$ cat config.mk
export PLATFORM = sky130hd
export DESIGN_NAME = ph_transaction_ctrl
export DESIGN_NICKNAME = d
export VERILOG_FILES = /design/src/rtl/usb_pkg.sv /design/src/rtl/ph_timeout_counter.sv /design/src/rtl/ph_transaction_ctrl.sv
export SDC_FILE = /design/constraint.sdc
export NUM_CORES = 1
export LEC_CHECK = 0
export BUFFER_PORTS_ARGS = -buffer_cell sky130_fd_sc_hd__buf_2
export CORE_ASPECT_RATIO = 0.7
export CORE_MARGIN = 4
export CORE_UTILIZATION = 45
export DETAILED_ROUTE_END_ITERATION = 8
export GPL_ROUTABILITY_DRIVEN = 0
export PLACE_DENSITY = 0.8
export RECOVER_POWER = 100
export SKIP_LAST_GASP = 1
export SLEW_MARGIN = 20
export SYNTH_ARGS = -nofsm -noshare
export SYNTH_HDL_FRONTEND = slang
export SYNTH_SLANG_ARGS = --single-unit
$ cat constraint.sdc
create_clock -name clock -period 6 [get_ports clock]
set_input_delay 0.6 -clock clock [delete_from_list [all_inputs] [get_ports clock]]
set_output_delay 0.6 -clock clock [all_outputs]
set_load 0.01 [all_outputs]
$ cat src/rtl/usb_pkg.sv
// Shared types and defaults for the host-side USB transaction controller.
// Holds the controller state encoding and the retry/timeout defaults.
package usb_pkg;

   typedef enum logic [3:0] {
      IDLE,
      R_TOKEN,
      R_WAIT,
      R_ACK,
      R_NAK,
      W_TOKEN,
      W_DATA,
      W_WAIT,
      FINISH
   } state_t;

   localparam int unsigned DEF_MAX_ATTEMPTS = 8;
   localparam int unsigned DEF_TIMEOUT      = 255;

   function automatic logic is_wait_state(input state_t s);
      return (s == R_WAIT) || (s == W_WAIT);
   endfunction

endpackage

$ cat src/rtl/ph_timeout_counter.sv
// Device-response timer for the wait states: cleared outside the wait,
// counts while enabled, freezes while a device packet is arriving.
module ph_timeout_counter
   import usb_pkg::*;
#(
   parameter int unsigned TIMEOUT = DEF_TIMEOUT
) (
   input  logic clock,
   input  logic reset_n,
   input  logic clear,
   input  logic enable,
   input  logic hold,
   output logic expired
);

   localparam logic [7:0] LIMIT = 8'(TIMEOUT);

   logic [7:0] r_count;

   // NOTE: sequential state uses non-blocking assignments so every register
   // samples pre-edge values, independent of block evaluation order.
   always_ff @(posedge clock or negedge reset_n) begin
      if (!reset_n) begin
         r_count <= '0;
      end else if (clear) begin
         r_count <= '0;
      end else if (enable && !hold && (r_count != LIMIT)) begin
         r_count <= r_count + 8'd1;
      end
   end

   assign expired = enable && (r_count == LIMIT);

endmodule

$ cat src/rtl/ph_transaction_ctrl.sv
// Host transaction controller: sequences IN/OUT token, data and handshake
// packets, retries failed attempts and reports completion status.
module ph_transaction_ctrl
   import usb_pkg::*;
#(
   parameter int unsigned MAX_ATTEMPTS = DEF_MAX_ATTEMPTS,
   parameter int unsigned TIMEOUT      = DEF_TIMEOUT
) (
   input  logic        clock,
   input  logic        reset_n,
   input  logic        start_read,
   input  logic        start_write,
   input  logic [63:0] write_data,
   input  logic        tx_done,
   input  logic        rec_start,
   input  logic        rec_ACK,
   input  logic        rec_NAK,
   input  logic        rec_DATA0,
   input  logic        data_valid,
   input  logic [63:0] data_rec,
   output logic        send_IN,
   output logic        send_OUT,
   output logic        send_DATA0,
   output logic        send_ACK,
   output logic        send_NAK,
   output logic [63:0] tx_data,
   output logic        host_sending,
   output logic [63:0] read_data,
   output logic        busy,
   output logic        done,
   output logic        success
);

   localparam logic [3:0] ATT_LIMIT = 4'(MAX_ATTEMPTS);

   state_t      r_state;
   state_t      w_next_state;
   logic [3:0]  r_attempts;
   logic        r_success;
   logic [63:0] r_read_data;
   logic [63:0] r_tx_data;
   logic        w_in_wait;
   logic        w_expired;
   logic        w_fail;
   logic        w_win;
   logic        w_last_attempt;
   logic        w_accept;
   logic        w_good_data;

   assign w_in_wait      = is_wait_state(r_state);
   assign w_last_attempt = ((r_attempts + 4'd1) == ATT_LIMIT);
   assign w_accept       = (r_state == IDLE) && (start_read || start_write);
   assign w_good_data    = rec_DATA0 && data_valid;

   ph_timeout_counter #(
      .TIMEOUT (TIMEOUT)
   ) u_timer (
      .clock   (clock),
      .reset_n (reset_n),
      .clear   (!w_in_wait),
      .enable  (w_in_wait),
      .hold    (rec_start),
      .expired (w_expired)
   );

   always_ff @(posedge clock or negedge reset_n) begin
      if (!reset_n) begin
         r_state <= IDLE;
      end else begin
         r_state <= w_next_state;
      end
   end

   // NOTE: every signal written here gets a default first, so no path through
   // the case statement can leave one unassigned and infer a latch.
   always_comb begin
      w_next_state = r_state;
      w_fail       = 1'b0;
      w_win        = 1'b0;
      case (r_state)
         IDLE: begin
            if (start_read)       w_next_state = R_TOKEN;
            else if (start_write) w_next_state = W_TOKEN;
         end
         R_TOKEN: if (tx_done) w_next_state = R_WAIT;
         R_WAIT: begin
            // A device response in the expiry cycle takes priority over the timeout.
            if (w_good_data) begin
               w_next_state = R_ACK;
            end else if (rec_DATA0) begin
               w_fail       = 1'b1;
               w_next_state = w_last_attempt ? FINISH : R_NAK;
            end else if (w_expired) begin
               w_fail       = 1'b1;
               w_next_state = w_last_attempt ? FINISH : R_TOKEN;
            end
         end
         R_ACK: begin
            if (tx_done) begin
               w_win        = 1'b1;
               w_next_state = FINISH;
            end
         end
         R_NAK:   if (tx_done) w_next_state = R_WAIT;
         W_TOKEN: if (tx_done) w_next_state = W_DATA;
         W_DATA:  if (tx_done) w_next_state = W_WAIT;
         W_WAIT: begin
            if (rec_ACK) begin
               w_win        = 1'b1;
               w_next_state = FINISH;
            end else if (rec_NAK || w_expired) begin
               w_fail       = 1'b1;
               w_next_state = w_last_attempt ? FINISH : W_DATA;
            end
         end
         FINISH:  w_next_state = IDLE;
         default: w_next_state = IDLE;
      endcase
   end

   always_ff @(posedge clock or negedge reset_n) begin
      if (!reset_n) begin
         r_attempts  <= '0;
         r_success   <= 1'b0;
         r_read_data <= '0;
         r_tx_data   <= '0;
      end else begin
         if (w_accept) begin
            r_attempts <= '0;
            r_success  <= 1'b0;
         end else if (w_fail) begin
            r_attempts <= r_attempts + 4'd1;
         end
         if (w_win) begin
            r_success <= 1'b1;
         end
         if ((r_state == IDLE) && !start_read && start_write) begin
            r_tx_data <= write_data;
         end
         if ((r_state == R_WAIT) && w_good_data) begin
            r_read_data <= data_rec;
         end
      end
   end

   // Outputs depend on state only, so reset clears them in the same cycle.
   assign send_IN      = (r_state == R_TOKEN);
   assign send_OUT     = (r_state == W_TOKEN);
   assign send_DATA0   = (r_state == W_DATA);
   assign send_ACK     = (r_state == R_ACK);
   assign send_NAK     = (r_state == R_NAK);
   assign host_sending = send_IN | send_OUT | send_DATA0 | send_ACK | send_NAK;
   assign busy         = (r_state != IDLE);
   assign done         = (r_state == FINISH);
   assign success      = done && r_success;
   assign tx_data      = r_tx_data;
   assign read_data    = r_read_data;

endmodule

==> impl_metrics.json <==
{
  "status": "complete, but fails checks",
  "violations": "max-capacitance violations, max-slew violations",
  "critPathMaxStageDelay_ns": 2.39,
  "layout_min_cycle_time_ns": 3.979,
  "p_switching_uw": 1478,
  "powerDensity_nw_per_um2": 542.1,
  "p_comb_share_pct": 34.6,
  "drv_cap": 2,
  "die_w_um": 145.8,
  "antenna_found_initial": 0,
  "cts-root-buf": "clkbuf_16",
  "dp_cells": 823,
  "syn_inst": 404,
  "cp_cell_sequence": "nor4_1 > nand3b_1 > clkbuf_1 > mux2_2",
  "io_buffers": 274,
  "cts_setup_buffers": 0,
  "critPathArrivalTime_ns": 4.26,
  "critPathMaxFanout": 64,
  "grt_pass1_wl_mm": 24.88,
  "reg2reg_setup_slack_ns": 2.02,
  "num_vias": 4379,
  "ant_nets": 0,
  "timing.fmax_mhz": 251.3,
  "clk_pin_slew_worst_paths_ns": 0.07,
  "synthFlopType": "dfrtp_1",
  "start_util_pct": 46.99,
  "internal_power_uw": 2773,
  "worstSetupPathDepth": 4,
  "clockBufferDepth": 2,
  "crit_family": "buffers and inverters",
  "ctsResizeCount": 0,
  "slew_violations": 130,
  "h-tree-depth": 4,
  "finalHoldViolations": 0,
  "ys_warn_count": 0,
  "hp-class": "in2reg",
  "wire_per_inst_um": 17.96,
  "dieArea_sq_um": 15220,
  "yosysSeqAreaShare_pct": 60.71,
  "grt_overflow": 0,
  "path_buf_inv": 1,
  "setup_viol": 0,
  "layout.nets": 820,
  "postLayoutCoreUtil_pct": 61.65,
  "ys_top_cells_by_area": "dfrtp_1, mux2_2, buf_6",
  "finalPower_uw": 4251,
  "place.detailed.hpwl_mm": 11.68,
  "placed_area_sq_um": 7435,
  "dr.pass1.iters": 4,
  "worstSetupEndpointType": "register",
  "synth_top_area_cell": "dfrtp_1",
  "drt_iter0_drc": 174,
  "cts_tree": "built",
  "slew_headroom_pct": -126.0,
  "holdPathStages": 2,
  "rsz0062_at_grt": "no",
  "worstMarginPinSlew_ns": 3.390,
  "area_growth_pct": 31.19,
  "synth_top_area_share_pct": 60.71,
  "cp.required_ns": 6.28,
  "start_kind": "register",
  "cts_made_buffers": 17,
  "syn-cell-area_sq_um": 5977,
  "io_pins": 275,
  "fill_cells": 1059,
  "fin_crit_sh_pct": 66.32,
  "pwr-share-seq_pct": 40.4,
  "drive_gt1_share_pct": 43.58,
  "ys_types": 49,
  "row_count": 34,
  "pwr-share-clk_pct": 25.0,
  "clock_latency_ns": 0.40,
  "synth-edff-count": 0,
  "die_h_um": 104.4,
  "via_per_inst": 5.122,
  "p_leak_uw": 0.003600,
  "ctsHoldBuffers": 0,
  "n_antenna_cell": 0,
  "grt_util_all_layers_pct": 20.18,
  "drc": 0,
  "core_sq_um": 12720,
  "synth.avg_cell_area_sq_um": 14.79,
  "final_cells": 855,
  "cp_slowest_cell": "clkbuf_1",
  "ys_seq_elements": 145,
  "grt_pass1_vias": 4680,
  "crit_type": "reg2reg",
  "postLayoutCellArea_sq_um": 7841,
  "ff2ff_path_depth": 4,
  "synthArstFlopShare_pct": 100.0,
  "clock-sinks": 145,
  "peakVddDrop_mv": 0.2151,
  "syn_nets": 544,
  "routed_wl_mm": 15.36,
  "grt_max_degree": 83,
  "finClkSkew_ns": 0.01073,
  "final.setup.tns_ns": 0,
  "swShare_pct": 34.77
}
-- cell type report --
cell class                 instances  area (sq um)  area share [%]
sequential                       145          3628           46.27
multi-input combinational        236          2177           27.76
timing repair buffer             276          1215           15.49
clock buffer                      20         456.7           5.824
tap                              162         202.7           2.585
clock inverter                    12         146.4           1.867
inverter                           4         15.01          0.1915
-- placed cells by master, fill, tap and decap left out, drive strengths merged, types with 2 or more instances in the layout --
master / n
clkbuf: 158
dfrtp: 145
buf: 138
mux2: 130
nor2: 16
nand2: 12
inv: 10
a21oi: 9
nor3: 7
nand2b: 5
xor2: 5
mux2i: 5
o21ai: 4
xnor2: 3
nand4: 3
clkinvlp: 3
nand3b: 2
nor2b: 2
and3: 2
nand3: 2
a211o: 2
o21a: 2
o211ai: 2
ha: 2
bufinv: 2
-- worst paths after layout --
path | endpoint | from
min in group asynchronous | read_data[12] | reset_n
hold reg to reg | tx_data[52] | tx_data[52]
max in group asynchronous | tx_data[40] | reset_n
hold / removal | tx_data[43] | write_data[43]
setup / recovery | tx_data[46] | r_state[2]
setup reg to reg | tx_data[46] | r_state[2]
-- through the flow --
stage	worst slack, ns	hold slack (ns)
after global placement	3.497	0.4777
after global routing	1.788	0.3991
after floorplan	3.954	0.3044
final	2.021	0.4204
after CTS	3.375	0.1702
after detailed placement	3.402	0.4877
-- power by group through the flow --
stage                     clock network, uW  registers, uW  logic, uW
after detailed placement                  0           1720       1620
after floorplan                           0           1880        750
after global routing                   1140           1780       1590
after CTS                              1090           1700       1620
final                                  1060           1720       1470
after global placement                    0           1680       1570
-- routing by layer --
layer / up-vias / part of all wire (%) / track usage [%]
li1: 1998 / - / -
met5: - / 0 / 0
met2: 188 / 50 / 34.16
met1: 2159 / 40 / 24.50
met4: 0 / 2.7 / 6.978
met3: 34 / 7.2 / 6.359
-- cell families (layout without fill, tap and decap cells) --
logic type | count (synthesis) | count (layout) | share of synthesized area [%]
buf+inv | 23 | 312 | 2.554
simple gates | 61 | 61 | 5.820
compound gates | 30 | 30 | 3.873
xor+xnor | 8 | 8 | 1.172
flops | 145 | 145 | 60.71
mux | 135 | 135 | 25.46
fa+ha+maj | 2 | 2 | 0.4186
-- sequential cells by signal (all words and copies together) (netlist names) --
| name | count |
|---|---|
| read_data | 64 |
| tx_data | 64 |
| r_success | 1 |
| r_state | 4 |
| u_timer.r_count | 8 |
| r_attempts | 4 |
-- cells in the mapped netlist, types with 2 or more instances --
cell type and number:
a211o_1 2, a21oi_1 9, and3_1 2, buf_2 11, buf_6 7, dfrtp_1 145
ha_1 2, inv_1 4, mux2_2 128, mux2_4 2, mux2i_1 5, nand2_1 12
nand2b_1 5, nand3_1 2, nand3b_1 2, nand4_1 3, nor2_1 15, nor3_1 7
o211ai_1 2, o21a_1 2, o21ai_0 3, xnor2_1 3, xor2_1 5
Power figures use the tool's default switching activity.
